<file path="config.mk">
export PLATFORM = sky130hd
export DESIGN_NAME = mem2axi_master_flat
export DESIGN_NICKNAME = d
export VERILOG_FILES = /design/src/rtl/mem2axi_if.sv /design/src/rtl/mem2axi_master.sv /design/src/flat_wrapper.sv
export SDC_FILE = /design/constraint.sdc
export NUM_CORES = 1
export LEC_CHECK = 0
export ABC_AREA = 1
export CORE_AREA = 4 4 163 165
export CTS_BUF_LIST = sky130_fd_sc_hd__clkbuf_4
export DETAILED_ROUTE_END_ITERATION = 8
export DIE_AREA = 0 0 167 169
export PLACE_DENSITY = 0.66
export SLEW_MARGIN = 15
export SYNTH_ARGS = -nofsm -noshare
export SYNTH_HDL_FRONTEND = slang
export SYNTH_SLANG_ARGS = --single-unit
</file>
<file path="constraint.sdc">
create_clock -name clk -period 5.7 [get_ports clk]
set_input_delay 1.14 -clock clk [delete_from_list [all_inputs] [get_ports clk]]
set_output_delay 1.14 -clock clk [all_outputs]
set_load 0.05 [all_outputs]
</file>
<file path="src/rtl/mem2axi_if.sv">
// AXI4 master-side bus bundle for mem2axi_master: AW, W, B, AR and R channels.
// Ports: master drives o_* valids/payload/readies, slave drives i_* readies/responses.
interface mem2axi_if #(
   parameter int ID_WIDTH = 1
);
   // AW channel
   logic [ID_WIDTH-1:0] o_awid;
   logic [31:0]         o_awaddr;
   logic [7:0]          o_awlen;
   logic [2:0]          o_awsize;
   logic [1:0]          o_awburst;
   logic                o_awvalid;
   logic                i_awready;
   // W channel
   logic [63:0]         o_wdata;
   logic [7:0]          o_wstrb;
   logic                o_wlast;
   logic                o_wvalid;
   logic                i_wready;
   // B channel
   logic [ID_WIDTH-1:0] i_bid;
   logic [1:0]          i_bresp;
   logic                i_bvalid;
   logic                o_bready;
   // AR channel
   logic [ID_WIDTH-1:0] o_arid;
   logic [31:0]         o_araddr;
   logic [7:0]          o_arlen;
   logic [2:0]          o_arsize;
   logic [1:0]          o_arburst;
   logic                o_arvalid;
   logic                i_arready;
   // R channel
   logic [ID_WIDTH-1:0] i_rid;
   logic [63:0]         i_rdata;
   logic [1:0]          i_rresp;
   logic                i_rlast;
   logic                i_rvalid;
   logic                o_rready;

   modport master (
      output o_awid, o_awaddr, o_awlen, o_awsize, o_awburst, o_awvalid,
      input  i_awready,
      output o_wdata, o_wstrb, o_wlast, o_wvalid,
      input  i_wready,
      input  i_bid, i_bresp, i_bvalid,
      output o_bready,
      output o_arid, o_araddr, o_arlen, o_arsize, o_arburst, o_arvalid,
      input  i_arready,
      input  i_rid, i_rdata, i_rresp, i_rlast, i_rvalid,
      output o_rready
   );

   modport slave (
      input  o_awid, o_awaddr, o_awlen, o_awsize, o_awburst, o_awvalid,
      output i_awready,
      input  o_wdata, o_wstrb, o_wlast, o_wvalid,
      output i_wready,
      output i_bid, i_bresp, i_bvalid,
      input  o_bready,
      input  o_arid, o_araddr, o_arlen, o_arsize, o_arburst, o_arvalid,
      output i_arready,
      output i_rid, i_rdata, i_rresp, i_rlast, i_rvalid,
      input  o_rready
   );
endinterface

</file>
<file path="src/rtl/mem2axi_master.sv">
// Bridges a simple single-beat memory request port onto an AXI4 master,
// one transaction outstanding at a time.
// Ports: clk, rst (async, active-high); local request i_req/i_we/i_addr/
// i_be/i_wdata with o_gnt; completion o_rvalid/o_rdata/o_err; axi bus.
module mem2axi_master #(
   parameter int ID_WIDTH = 1,
   parameter int AXI_ID   = 0
) (
   input  logic        clk,
   input  logic        rst,
   input  logic        i_req,
   input  logic        i_we,
   input  logic [31:0] i_addr,
   input  logic [7:0]  i_be,
   input  logic [63:0] i_wdata,
   output logic        o_gnt,
   output logic        o_rvalid,
   output logic [63:0] o_rdata,
   output logic        o_err,
   mem2axi_if.master   axi
);

   typedef enum logic [2:0] {
      IDLE,
      WRITE,
      WRESP,
      RADDR,
      RDATA
   } state_t;

   state_t      state;
   state_t      state_nxt;

   logic [28:0] addr_q;
   logic [7:0]  be_q;
   logic [63:0] wdata_q;
   logic        aw_done;
   logic        w_done;

   logic        awvalid;
   logic        wvalid;
   logic        bready;
   logic        arvalid;
   logic        rready;

   logic        aw_hs;
   logic        w_hs;
   logic        b_hs;
   logic        ar_hs;
   logic        r_hs;

   // IDs, rlast and the low response/address bits carry no information here.
   logic        unused_sig;
   assign unused_sig = ^{axi.i_bid, axi.i_rid, axi.i_rlast,
                         axi.i_bresp[0], axi.i_rresp[0], i_addr[2:0]};

   assign aw_hs = awvalid & axi.i_awready;
   assign w_hs  = wvalid  & axi.i_wready;
   assign b_hs  = bready  & axi.i_bvalid;
   assign ar_hs = arvalid & axi.i_arready;
   assign r_hs  = rready  & axi.i_rvalid;

   always_ff @(posedge clk or posedge rst) begin
      if (rst) begin
         state <= IDLE;
      end else begin
         state <= state_nxt;
      end
   end

   always_comb begin
      state_nxt = state;
      o_gnt     = 1'b0;
      awvalid   = 1'b0;
      wvalid    = 1'b0;
      bready    = 1'b0;
      arvalid   = 1'b0;
      rready    = 1'b0;
      unique case (state)
         IDLE: begin
            o_gnt = i_req;
            if (i_req) begin
               state_nxt = i_we ? WRITE : RADDR;
            end
         end
         WRITE: begin
            // AW and W complete independently; leave once both are done.
            awvalid = ~aw_done;
            wvalid  = ~w_done;
            if ((aw_done | (~aw_done & axi.i_awready)) &
                (w_done  | (~w_done  & axi.i_wready))) begin
               state_nxt = WRESP;
            end
         end
         WRESP: begin
            bready = 1'b1;
            if (axi.i_bvalid) begin
               state_nxt = IDLE;
            end
         end
         RADDR: begin
            arvalid = 1'b1;
            if (axi.i_arready) begin
               state_nxt = RDATA;
            end
         end
         RDATA: begin
            rready = 1'b1;
            if (axi.i_rvalid) begin
               state_nxt = IDLE;
            end
         end
         default: begin
            state_nxt = IDLE;
         end
      endcase
   end

   // Request capture on grant; payload stays stable while valids are up.
   always_ff @(posedge clk or posedge rst) begin
      if (rst) begin
         addr_q  <= '0;
         be_q    <= '0;
         wdata_q <= '0;
      end else if (o_gnt) begin
         addr_q  <= i_addr[31:3];
         be_q    <= i_be;
         wdata_q <= i_wdata;
      end
   end

   // Per-channel completion flags, only meaningful while in WRITE.
   always_ff @(posedge clk or posedge rst) begin
      if (rst) begin
         aw_done <= 1'b0;
         w_done  <= 1'b0;
      end else if (state != WRITE) begin
         aw_done <= 1'b0;
         w_done  <= 1'b0;
      end else begin
         if (aw_hs) begin
            aw_done <= 1'b1;
         end
         if (w_hs) begin
            w_done <= 1'b1;
         end
      end
   end

   // Completion pulse lands the cycle after the B or R handshake.
   always_ff @(posedge clk or posedge rst) begin
      if (rst) begin
         o_rvalid <= 1'b0;
         o_err    <= 1'b0;
         o_rdata  <= '0;
      end else begin
         o_rvalid <= b_hs | r_hs;
         o_err    <= (b_hs & axi.i_bresp[1]) | (r_hs & axi.i_rresp[1]);
         if (r_hs) begin
            o_rdata <= axi.i_rdata;
         end
      end
   end

   assign axi.o_awid    = ID_WIDTH'(AXI_ID);
   assign axi.o_awaddr  = {addr_q, 3'b000};
   assign axi.o_awlen   = 8'd0;
   assign axi.o_awsize  = 3'd3;
   assign axi.o_awburst = 2'b01;
   assign axi.o_awvalid = awvalid;

   assign axi.o_wdata   = wdata_q;
   assign axi.o_wstrb   = be_q;
   assign axi.o_wlast   = wvalid;
   assign axi.o_wvalid  = wvalid;

   assign axi.o_bready  = bready;

   assign axi.o_arid    = ID_WIDTH'(AXI_ID);
   assign axi.o_araddr  = {addr_q, 3'b000};
   assign axi.o_arlen   = 8'd0;
   assign axi.o_arsize  = 3'd3;
   assign axi.o_arburst = 2'b01;
   assign axi.o_arvalid = arvalid;

   assign axi.o_rready  = rready;

endmodule

</file>
<file path="src/flat_wrapper.sv">
// flat-port wrapper written by rule: the top's interface ports become plain ports
module mem2axi_master_flat 
#(
   parameter int ID_WIDTH = 1,
   parameter int AXI_ID   = 0
)
  (clk, rst, i_req, i_we, i_addr, i_be, i_wdata, o_gnt, o_rvalid, o_rdata, o_err, axi_o_awid, axi_o_awaddr, axi_o_awlen, axi_o_awsize, axi_o_awburst, axi_o_awvalid, axi_i_awready, axi_o_wdata, axi_o_wstrb, axi_o_wlast, axi_o_wvalid, axi_i_wready, axi_i_bid, axi_i_bresp, axi_i_bvalid, axi_o_bready, axi_o_arid, axi_o_araddr, axi_o_arlen, axi_o_arsize, axi_o_arburst, axi_o_arvalid, axi_i_arready, axi_i_rid, axi_i_rdata, axi_i_rresp, axi_i_rlast, axi_i_rvalid, axi_o_rready);
  mem2axi_if #(.ID_WIDTH(ID_WIDTH)) axi_i ();
  input  logic clk;
  input  logic rst;
  input  logic i_req;
  input  logic i_we;
  input  logic [31:0] i_addr;
  input  logic [7:0] i_be;
  input  logic [63:0] i_wdata;
  output logic o_gnt;
  output logic o_rvalid;
  output logic [63:0] o_rdata;
  output logic o_err;
  output wire logic [$bits(axi_i.o_awid)-1:0] axi_o_awid;
  output wire logic [$bits(axi_i.o_awaddr)-1:0] axi_o_awaddr;
  output wire logic [$bits(axi_i.o_awlen)-1:0] axi_o_awlen;
  output wire logic [$bits(axi_i.o_awsize)-1:0] axi_o_awsize;
  output wire logic [$bits(axi_i.o_awburst)-1:0] axi_o_awburst;
  output wire logic [$bits(axi_i.o_awvalid)-1:0] axi_o_awvalid;
  input wire logic [$bits(axi_i.i_awready)-1:0] axi_i_awready;
  output wire logic [$bits(axi_i.o_wdata)-1:0] axi_o_wdata;
  output wire logic [$bits(axi_i.o_wstrb)-1:0] axi_o_wstrb;
  output wire logic [$bits(axi_i.o_wlast)-1:0] axi_o_wlast;
  output wire logic [$bits(axi_i.o_wvalid)-1:0] axi_o_wvalid;
  input wire logic [$bits(axi_i.i_wready)-1:0] axi_i_wready;
  input wire logic [$bits(axi_i.i_bid)-1:0] axi_i_bid;
  input wire logic [$bits(axi_i.i_bresp)-1:0] axi_i_bresp;
  input wire logic [$bits(axi_i.i_bvalid)-1:0] axi_i_bvalid;
  output wire logic [$bits(axi_i.o_bready)-1:0] axi_o_bready;
  output wire logic [$bits(axi_i.o_arid)-1:0] axi_o_arid;
  output wire logic [$bits(axi_i.o_araddr)-1:0] axi_o_araddr;
  output wire logic [$bits(axi_i.o_arlen)-1:0] axi_o_arlen;
  output wire logic [$bits(axi_i.o_arsize)-1:0] axi_o_arsize;
  output wire logic [$bits(axi_i.o_arburst)-1:0] axi_o_arburst;
  output wire logic [$bits(axi_i.o_arvalid)-1:0] axi_o_arvalid;
  input wire logic [$bits(axi_i.i_arready)-1:0] axi_i_arready;
  input wire logic [$bits(axi_i.i_rid)-1:0] axi_i_rid;
  input wire logic [$bits(axi_i.i_rdata)-1:0] axi_i_rdata;
  input wire logic [$bits(axi_i.i_rresp)-1:0] axi_i_rresp;
  input wire logic [$bits(axi_i.i_rlast)-1:0] axi_i_rlast;
  input wire logic [$bits(axi_i.i_rvalid)-1:0] axi_i_rvalid;
  output wire logic [$bits(axi_i.o_rready)-1:0] axi_o_rready;
  assign axi_o_awid = axi_i.o_awid;
  assign axi_o_awaddr = axi_i.o_awaddr;
  assign axi_o_awlen = axi_i.o_awlen;
  assign axi_o_awsize = axi_i.o_awsize;
  assign axi_o_awburst = axi_i.o_awburst;
  assign axi_o_awvalid = axi_i.o_awvalid;
  assign axi_i.i_awready = axi_i_awready;
  assign axi_o_wdata = axi_i.o_wdata;
  assign axi_o_wstrb = axi_i.o_wstrb;
  assign axi_o_wlast = axi_i.o_wlast;
  assign axi_o_wvalid = axi_i.o_wvalid;
  assign axi_i.i_wready = axi_i_wready;
  assign axi_i.i_bid = axi_i_bid;
  assign axi_i.i_bresp = axi_i_bresp;
  assign axi_i.i_bvalid = axi_i_bvalid;
  assign axi_o_bready = axi_i.o_bready;
  assign axi_o_arid = axi_i.o_arid;
  assign axi_o_araddr = axi_i.o_araddr;
  assign axi_o_arlen = axi_i.o_arlen;
  assign axi_o_arsize = axi_i.o_arsize;
  assign axi_o_arburst = axi_i.o_arburst;
  assign axi_o_arvalid = axi_i.o_arvalid;
  assign axi_i.i_arready = axi_i_arready;
  assign axi_i.i_rid = axi_i_rid;
  assign axi_i.i_rdata = axi_i_rdata;
  assign axi_i.i_rresp = axi_i_rresp;
  assign axi_i.i_rlast = axi_i_rlast;
  assign axi_i.i_rvalid = axi_i_rvalid;
  assign axi_o_rready = axi_i.o_rready;
  mem2axi_master #(.ID_WIDTH(ID_WIDTH), .AXI_ID(AXI_ID)) u_core (.clk(clk), .rst(rst), .i_req(i_req), .i_we(i_we), .i_addr(i_addr), .i_be(i_be), .i_wdata(i_wdata), .o_gnt(o_gnt), .o_rvalid(o_rvalid), .o_rdata(o_rdata), .o_err(o_err), .axi(axi_i));
endmodule
</file>
==> metrics.cfg, run 1 <==
[critical_path]
criticalPathCategory = input pin to output port
critPathCaptureType = output port
reg2reg_from = u_core.state[0]$_DFFE_PP0P_
reg2reg_slack_ns = 2.94
worstPathMaxFanout = 2
startpoint_type = input pin
cp.arrival_ns = 2.61
r2r_end = u_core.axi.o_wdata[9]$_DFFE_PP0P_
crit_required_ns = 4.56
reg2reg_depth = 8

[cells_and_area]
drive_above_1_share = 0.0419
finalNetCount = 1342
area_delta_synth_final_pct = 54.5
fill_cells = 2463
final_util = 0.447

[worst_hold_path]
min_to = u_core.o_rdata[5]$_DFFE_PP0P_
worstHoldStart = u_core.o_rdata[5]$_DFFE_PP0P_
holdPathStages = 2
min-delay-path-class = flip-flop to flip-flop

[sta]
whs_ns = 0.487
grt_setup_unrepaired = no
max_freq_mhz = 266
slew_headroom = 0.313
hold_viol_final = 0
finClkSkew_ns = 0.0281
post-route-period-util = 0.659
max_slew.worst_pin.slew_ns = 1.03
tns_ns = 0
setup_viol = 0
drv_slew = 0
setup_ws_ns = 1.95
fin_crit_ns = 3.75

[routing]
vias = 6383
viasPerCell = 4.25
first_iter_violations = 413
route.detailed.drc = 0
dr.pass1.iters = 5
ant_nets = 0
post_drt_wl_per_cell_um = 15.4
finalWirelength_um = 23100

[global_route]
globalRouteOverflowTotal = 0
grt_pass1_wl_um = 35600
grt_antenna_before_repair = 4
grt_pass1_vias = 6384
grt_usage = 0.159
grt_max_degree = 79

[floorplan]
die_x_um = 167
die_h_um = 169
start_util = 0.289
core-area_um2 = 25000
ioPinCount = 421
row_count = 58
die-area_um2 = 28200

[synthesis]
synth_seq_cells = 172
synthCells = 827
ys_types = 21
synthesis.area_um2 = 7250
yosysWarnings = 0
syn_area_per_cell_um2 = 8.76
yosysSeqAreaShare = 0.594

[placed_design]
pre_cts_slack_ns = 1.94
io_buffers = 378
dp_hpwl_um = 16900
gp_congestion = 0.789

[clock_network]
cts-resized-gates = 0
cts_tree = built
insertion_delay_ns = 0.53
clockRootBuffer = clkbuf_4
clock_path_buffers = 2
clk_pin_slew_ns = 0.14
numCtsBuffers = 17
cts_setup_buffers = 0
cts_sinks = 172
cts.htree.levels = 4
holdBufCountCts = 0

[power_and_ir_drop]
p_total_mw = 7.90
pwr_density_cell_nw_per_um2 = 706
leakage_nw = 5.48
vdd_ir_drop_max_mv = 0.328

[status]
status = complete, no violations

[flow_run]
drv_cap = 0

stage by stage:
step,instance area (µm²),std cells
detailed placement,10900,1469
CTS,11200,1500
global route,11200,1501
floorplan,7370,859
finish,11200,1501
global placement,10900,1469
how the worst max path moves through the flow:
stage | to | cells past startpoint | from | slack, ns
after floorplan | u_core.addr_q[0]$_DFFE_PP0P_ | 1 | rst | 2.36
after detailed placement | o_gnt | 4 | i_req | 1.94
after global routing | axi_o_wvalid | 5 | u_core.state[0]$_DFFE_PP0P_ | 1.88
after global placement | o_gnt | 4 | i_req | 1.93
final | o_gnt | 4 | i_req | 1.95
after CTS | o_gnt | 4 | i_req | 1.94
logic make-up (layout without fill, tap and decap cells):
logic type             after synthesis  after routing  synth area share
AO/OA/AOI/OAI                        4              4           0.00311
buffers and inverters              121            432             0.113
flip-flops                         172            172             0.594
other                                2             35           0.00104
AND/OR/NAND/NOR                    528            528             0.289
routing by layer:
layer	routed length, µm	share of wire	vias to the layer above	global-route usage
met5	35	0.0015	-	0
met4	417	0.018	6	0.0452
met3	1880	0.081	28	0.0549
met2	11600	0.50	263	0.271
met1	9250	0.40	2987	0.191
li1	-	-	3099	-
cells in the mapped netlist:
| cell type | instances | area [µm²] |
|---|---|---|
| nand2_1 | 449 | 1690 |
| dfrtp_1 | 172 | 4300 |
| buf_4 | 75 | 563 |
| nand3_1 | 68 | 340 |
| buf_2 | 16 | 80.1 |
| inv_1 | 12 | 45.0 |
| buf_6 | 8 | 90.1 |
| clkbuf_1 | 5 | 18.8 |
| nor2_1 | 5 | 18.8 |
| buf_1 | 3 | 11.3 |
| a21oi_1 | 2 | 10.0 |
| conb_1 | 2 | 7.51 |
| inv_2 | 2 | 7.51 |
| nand2_2 | 1 | 6.26 |
| nand3b_1 | 1 | 7.51 |
| nor2_2 | 1 | 6.26 |
| nor2_4 | 1 | 11.3 |
| nor3_1 | 1 | 5.00 |
| nor3_4 | 1 | 16.3 |
| o21ai_0 | 1 | 5.00 |
| o21bai_1 | 1 | 7.51 |
layout by cell type, fill, tap and decap left out, drive strengths merged, types with 3 or more instances in the layout:
cell type,netlist,final
clkdlybuf4s50,0,377
dfrtp,172,172
nor2,7,7
bufinv,0,3
clkbuf,5,18
nand2,450,450
conb,2,34
nand3,68,68
buf,102,10
clkinv,0,7
inv,14,15
flip-flops by register name, summed over array words and instances, names as in the netlist:
signal,count
u_core.o_rdata,64
u_core.w_done,1
u_core.addr_q,29
u_core.aw_done,1
u_core.o_rvalid,1
u_core.state,3
u_core.o_err,1
u_core.axi.o_wstrb,8
u_core.axi.o_wdata,64
layout make-up:
type,count,area (µm²),share of cell area
diodes,1,2.50,0.000224
clock buffers,18,135,0.0121
clock inverters,13,186,0.0167
inverters,14,57.6,0.00514
multi-input cells,566,2250,0.201
flip-flops and latches,172,4300,0.384
well taps,330,413,0.0369
repair buffers,387,3850,0.344
power breakdown:
part           internal, mW  leakage [nW]  switching (mW)
registers              1.79          2.17           0.333
clock network         0.320         0.168           0.466
logic                  1.50          3.14            3.49
critical path: stages:
cell             delay [ns]
clkdlybuf4s50_1        0.45
inv_1                  0.06
nor2_4                 0.13
clkdlybuf4s50_1        0.83
Note: power is estimated with default switching activity, not from simulation.
==> inputs of run 2 (changes only) <==
Settings changed: CORE_AREA 4 4 163 165 to 4 4 164 166, DIE_AREA 0 0 167 169 to 0 0 168 170, PLACE_DENSITY 0.66 to default.
Clock period 5.7 ns to 3.82 ns, I/O delays scaled along.
==> run 2 against run 1 <==
Effect of this change: first-iteration DRC count is 2.9% higher; setup slack worse by 1.2 ns; die area is 1.2% higher; sequential share of layout area is 0.060 points lower; critical path depth is 2 higher; clock-buffer cell count stayed put; largest power group unchanged.
==> metrics.cfg, run 2 (synthesis gave the netlist of run 1 again) <==
[global_route]
globalRouteOverflowTotal = 0
grt_max_degree = 102
grt_pass1_vias = 6157
grt_pass1_wl_um = 35300
grt_usage = 0.156
grt_antenna_before_repair = 1

[sta]
tns_ns = 0
setup_viol = 0
max_freq_mhz = 322
finClkSkew_ns = 0.0203
fin_crit_ns = 3.10
post-route-period-util = 0.812
max_slew.worst_pin.slew_ns = 0.821
whs_ns = 0.486
slew_headroom = 0.451
grt_setup_unrepaired = no
drv_slew = 0
hold_viol_final = 0

[cells_and_area]
fill_cells = 2569
mostFrequentLayoutCells = nand2_1, clkdlybuf4s50_1, dfrtp_1
drive_above_1_share = 0.0443
area_delta_synth_final_pct = 54.7
seq_area_um2 = 4300
finalNetCount = 1344
multi_input_area_um2 = 2250
final_util = 0.438
final_common_cell = nand2_1

[clock_network]
clock_path_buffers = 2
clk_pin_slew_ns = 0.15
cts_tree = built
holdBufCountCts = 0
clockRootBuffer = clkbuf_4
cts_sinks = 172
cts_setup_buffers = 0
cts-resized-gates = 0
insertion_delay_ns = 0.55
cts.htree.levels = 4
numCtsBuffers = 17

[routing]
route.detailed.drc = 0
wl_met3_um = 1860
dr.pass1.iters = 4
ant_nets = 0
top_layer_used = met4
first_iter_violations = 425
m1WireLength_um = 9590
vias = 6277
finalWirelength_um = 23400
viasPerCell = 4.16
post_drt_wl_per_cell_um = 15.5
wl_met2_um = 11600

[floorplan]
die_x_um = 168
start_util = 0.283
die_h_um = 170
core-area_um2 = 25600
row_count = 59
die-area_um2 = 28600
ioPinCount = 421

[critical_path]
reg2reg_slack_ns = 1.67
cp.arrival_ns = 2.34
worstPathMaxFanout = 5
criticalPathCategory = flip-flop to output port
crit_required_ns = 3.06
startpoint_type = flip-flop
critPathCaptureType = output port

[status]
status = complete, no violations

[power_and_ir_drop]
p_sw_frac = 0.551
pwr-share-clk = 0.088
pwr_density_cell_nw_per_um2 = 1040
p_seq_frac = 0.272
vdd_ir_drop_max_mv = 0.578
p_int_mw = 5.24
comb_power_share = 0.640
leakage_nw = 5.49
switching_power_mw = 6.44

[placed_design]
dp_hpwl_um = 16900
gp_congestion = 0.828
io_buffers = 378

[flow_run]
drv_cap = 0

[worst_hold_path]
min-delay-path-class = flip-flop to flip-flop

run 2: cell types whose count changed in the layout (fill, tap and decap cells not counted), sizes merged:
cell and change:
inv +7, buf +3, bufinv -3, clkinv -3, clkdlybuf4s50 -1
run 2: worst paths after layout:
kind	start	to	cells past startpoint
worst max-delay path	u_core.state[2]$_DFFE_PP0P_	axi_o_wlast	6
worst min-delay path	u_core.o_rdata[33]$_DFFE_PP0P_	u_core.o_rdata[33]$_DFFE_PP0P_	2
worst max register to register	u_core.state[0]$_DFFE_PP0P_	u_core.o_rdata[15]$_DFFE_PP0P_	6
worst min register to register	u_core.o_rdata[33]$_DFFE_PP0P_	u_core.o_rdata[33]$_DFFE_PP0P_	2
max in group asynchronous	rst	u_core.addr_q[14]$_DFFE_PP0P_	3
min in group asynchronous	rst	u_core.o_rdata[9]$_DFFE_PP0P_	2
run 2: area by class of cell:
type,instances,share of cell area
inverter,14,0.00513
clock buffer,18,0.0121
multi-input combinational,566,0.201
timing repair buffer,389,0.350
clock inverter,14,0.0109
antenna,1,0.000223
sequential,172,0.384
tap,335,0.0374
run 2: critical path, cell delays in order, from the launching register on:
cell and delay, ns:
dfrtp_1 0.44, inv_2 0.09, nand2_1 0.07, nor2_1 0.13, inv_1 0.11, nor2_1 0.14
clkdlybuf4s50_1 0.83
run 2: power groups by stage:
stage | sequential (mW) | clock [mW] | combinational [mW]
after CTS | 3.19 | 1.08 | 7.56
final | 3.18 | 1.03 | 7.47
after floorplan | 6.12 | 0 | 2.21
after global routing | 3.29 | 1.16 | 7.86
after global placement | 3.19 | 0 | 7.52
after detailed placement | 3.22 | 0 | 7.56
run 2: stage by stage:
step                worst slack (ns)  instance area, µm²  power [mW]  std cells
floorplan                      0.859                7370        8.33        859
global placement                1.29               11000        10.7       1476
detailed placement              1.28               11000        10.8       1476
CTS                            0.626               11200        11.8       1508
global route                   0.423               11200        12.3       1509
finish                         0.717               11200        11.7       1509
run 2: routing by layer:
layer | track usage | up-vias
li1 | - | 3098
met1 | 0.191 | 2913
met2 | 0.265 | 241
met3 | 0.0520 | 25
met4 | 0.0441 | 0
met5 | 0 | -
==> patch 1, RTL diff (flow settings as in run 1) <==
Encoding of `state_t`: now Gray code (3 bits for 5 states).
--- a/src/rtl/mem2axi_master.sv
+++ b/src/rtl/mem2axi_master.sv
@@ -23,7 +23,7 @@
    typedef enum logic [2:0] {
-      IDLE,
-      WRITE,
-      WRESP,
-      RADDR,
-      RDATA
+      IDLE  = 3'b000,
+      WRITE = 3'b001,
+      WRESP = 3'b011,
+      RADDR = 3'b010,
+      RDATA = 3'b110
    } state_t;
Function: no difference found for any inputs over 10 cycles, from zero or initial values and one cycle with rst high; not proved beyond that.
==> patch 1 against run 1 <==
- synthesized cell count up 0.60%
- area after synthesis up 1.1%
- final area down 0.30%
- die area unchanged
- total power down 1.9%
- wire length up 1.9%
- worst setup slack worse by 0.45 ns
- sequential cell count unchanged
- critical path type unchanged
==> patch 1: results (changes against run 1) <==
topRoutingLayerUsed: "met4"  # was met5
routed-wl-met2_um: 11640  # was 11560 um
clock_latency_ns: 0.57  # was 0.53 ns
tightest_slew_ns: 0.8287  # was 1.031 ns
ir_drop_mv: 0.3919  # was 0.3285 mV
grt_max_degree: 109  # was 79
placed_cell_area_sq_um: 10900  # was 10870 sq um
comb_cell_power_mw: 4.91  # was 4.99 mW
route.met3.wl_um: 2322  # was 1882 um
power_leakage_nw: 5.455  # was 5.482 nW
drt-met1-wl_um: 9304  # was 9247 um
wl_um: 23590  # was 23140 um
status: "finished clean"  # unchanged
grt_pass1_wl_um: 35970  # was 35560 um
pre_cts_ws_ns: 1.486  # was 1.943 ns
crit_path_max_fanout: 41  # was 2
swShare_pct: 55.21  # was 54.23%
fill_cells: 2472  # was 2463
avgRoutedWirePerCell_um: 15.66  # was 15.42 um
syn_avg_cell_area_sq_um: 8.802  # was 8.763 sq um
firstDrtPassIters: 4  # was 5
gp_congestion: 0.8287  # was 0.7891
final_nets: 1346  # was 1342
yosysSeqAreaShare_pct: 58.77  # was 59.39%
synth_top_cells_by_count: "449 x nand2_1, 172 x dfrtp_1, 70 x buf_4, 69 x nand3_1, 18 x buf_6"  # was 449 x nand2_1, 172 x dfrtp_1, 75 x buf_4, 68 x nand3_1, 16 x buf_2
patch 1: final cells by class:
type,instances,share of cell area [%]
Clock buffer,18,1.211
Inverter,15,0.5493
Tap cell,330,3.700
Clock inverter,14,1.087
Timing Repair Buffer,386,34.51
Antenna cell,1,0.02242
Multi-Input combinational cell,570,20.36
Sequential cell,172,38.57
patch 1: worst paths after layout:
check,from,end,slack (ns),cells after the start
setup / recovery,i_req,o_gnt,1.50,5
hold / removal,u_core.axi.o_wdata[32],u_core.axi.o_wdata[32],0.49,2
setup reg to reg,u_core.state[0],u_core.axi.o_wdata[26],2.96,8
hold reg to reg,u_core.axi.o_wdata[32],u_core.axi.o_wdata[32],0.49,2
max in group asynchronous,rst,u_core.o_rdata[28],3.92,3
min in group asynchronous,rst,u_core.axi.o_wdata[27],1.04,3
patch 1: worst reg2reg max path, delay by kind of cell, from the launching register on:
family	cells	cell delay (ns)
and+or+nand+nor	5	0.67
buffers and inverters	3	1.48
DFF	1	0.50
==> patch 2, RTL diff (config.mk and constraints of run 1) <==
Without the edit above. Reset style: synchronous (`rst`), changed in 4 clocked blocks. Comments in the files are not updated.
--- a/src/rtl/mem2axi_master.sv
+++ b/src/rtl/mem2axi_master.sv
@@ -62,3 +62,3 @@
 
-   always_ff @(posedge clk or posedge rst) begin
+   always_ff @(posedge clk) begin
       if (rst) begin
@@ -119,3 +119,3 @@
    // Request capture on grant; payload stays stable while valids are up.
-   always_ff @(posedge clk or posedge rst) begin
+   always_ff @(posedge clk) begin
       if (rst) begin
@@ -132,3 +132,3 @@
    // Per-channel completion flags, only meaningful while in WRITE.
-   always_ff @(posedge clk or posedge rst) begin
+   always_ff @(posedge clk) begin
       if (rst) begin
@@ -150,3 +150,3 @@
    // Completion pulse lands the cycle after the B or R handshake.
-   always_ff @(posedge clk or posedge rst) begin
+   always_ff @(posedge clk) begin
       if (rst) begin
Formal check against the unedited RTL: differs if rst is asserted again (counterexample within 4 cycles, from zero or initial values and one cycle with rst high); with rst held inactive, the same outputs for 10 cycles.
==> patch 2 against run 1 <==
- area after synthesis down 9.3%
- worst setup slack worse by 0.043 ns
- critical path depth unchanged
- hold slack worse by 0.013 ns
- global-route usage down 1.2 points
- wire length down 4.3%
- register-to-register slack better by 0.73 ns
- final area down 6.9%
- sequential cell count unchanged
Power is not compared: it rests on default switching activity, and its combinational part moved more than twofold at a synthesized area within 25%.
==> patch 2: results (changes against run 1) <==
async_flop_share_pct: 0  # was 100.0%
firstDrtPassIters: 4  # was 5
synth_top_cells_by_count: "350 x nand2_1, 172 x dfxtp_1, 169 x a21oi_1, 68 x buf_4, 25 x buf_2"  # was 449 x nand2_1, 172 x dfrtp_1, 75 x buf_4, 68 x nand3_1, 16 x buf_2
wl_um: 22160  # was 23140 um
post_cts_buffers: 0  # unchanged
cts.path.max_buffers: 2  # unchanged
hold_class: "reg2reg"  # unchanged
clock_latency_ns: 0.54
hold_buffers: 0  # unchanged
post_synth_num_cell_types: 19  # was 21
drive_gt1_share_pct: 3.905  # was 4.188%
crit_path_max_fanout: 2  # unchanged
cts-root-buf: "clkbuf_4"  # unchanged
dp_hpwl_um: 15730  # was 16910 um
syn_avg_cell_area_sq_um: 7.735  # was 8.763 sq um
grt_max_degree: 116  # was 79
pre_cts_ws_ns: 1.883  # was 1.943 ns
yosysTopAreaCellShare_pct: 52.37  # was 59.39%
cts_resized: 0  # unchanged
dp_cells: 1476  # was 1469
synthTopCellsByArea: "dfxtp_1 52%, nand2_1 20%, a21oi_1 13%, buf_4 7.8%, buf_2 1.9%"  # was dfrtp_1 59%, nand2_1 23%, buf_4 7.8%, nand3_1 4.7%, buf_6 1.2%
final_nets: 1349  # was 1342
first_iter_violations: 350  # was 413
status: "finished clean"  # unchanged
power_leakage_nw: 3.731
cts_made_buffers: 17  # unchanged
antenna_found_initial: 1  # was 4
track_usage_pct: 14.63  # was 15.86%
ys.flop_type: "dfxtp_1"  # was dfrtp_1
ir_drop_mv: 0.2961
yosys_warnings: 0  # unchanged
clock-skew-final_ns: 0.03169  # was 0.02814 ns
cpPeakStageDelay_ns: 0.83  # about the same
grt_pass1_vias: 6068  # was 6384
clk_pin_slew_ns: 0.17  # was 0.14 ns
yosysSeqAreaShare_pct: 52.37  # was 59.39%
gp_congestion: 0.8519  # was 0.7891
avgRoutedWirePerCell_um: 14.68  # was 15.42 um
vias: 6352  # was 6383
drv_slew: 0  # unchanged
numPortBuffers: 378  # unchanged
slowest_stage: "clkdlybuf4s50_1"  # unchanged
ctsHtreeMaxLevel: 4  # unchanged
grt_pass1_wl_um: 33370  # was 35560 um
slew_headroom_pct: 24.70  # was 31.27%
==> patch 2: kinds of logic after synthesis <==
| group | count (synthesis) | synth area share, % |
|---|---|---|
| AOI/OAI and AO/OA | 171 | 13.02 |
| buffers and inverters | 134 | 12.92 |
| DFF | 172 | 52.37 |
| other | 2 | 0.1142 |
| and+or+nand+nor | 371 | 21.58 |
==> patch 2: power breakdown <==
group / internal (mW) / total (mW) / leakage, nW / switching, mW
registers: 1.40 / 1.51 / 1.40 / 0.117
clock network: 0.198 / 0.701 / 0.146 / 0.503
logic: 0.663 / 2.11 / 2.19 / 1.45
==> patch 2: final timing paths <==
path | from | end | slack (ns) | depth (start not counted)
max | i_req | o_gnt | 1.90 | 4
min | u_core.o_rdata[59] | u_core.o_rdata[59] | 0.47 | 2
max reg2reg | u_core.state[0] | u_core.axi.o_wdata[1] | 3.67 | 6
min reg2reg | u_core.o_rdata[59] | u_core.o_rdata[59] | 0.47 | 2
==> patch 2: layer usage <==
layer	part of all wire (%)	global-route usage, %
met4	1.4	4.020
met5	0	0
met1	41	17.34
met2	49	25.40
met3	8.6	4.904
==> patch 2: final cells by class <==
type                       instances  area, sq um
inverter                          15        57.56
fill                            2554        14610
tap                              330        412.9
multi-input combinational        576         2410
clock buffer                      17        127.6
clock inverter                    15        151.4
timing repair buffer             383         3822
antenna                            1        2.502
sequential                       172         3443
==> patch 2: worst max-delay path, delay by kind of cell <==
kind | cells | cell delay, ns
buffers and inverters | 3 | 1.42
and+or+nand+nor | 1 | 0.09
==> patch 2: per-stage QoR <==
| stage | total power, mW | cell area (sq um) |
|---|---|---|
| after floorplan | 3.027 | 6695 |
| after global placement | 3.658 | 10150 |
| after detailed placement | 3.676 | 10150 |
| after CTS | 4.410 | 10430 |
| after global routing | 4.577 | 10430 |
| final | 4.326 | 10430 |
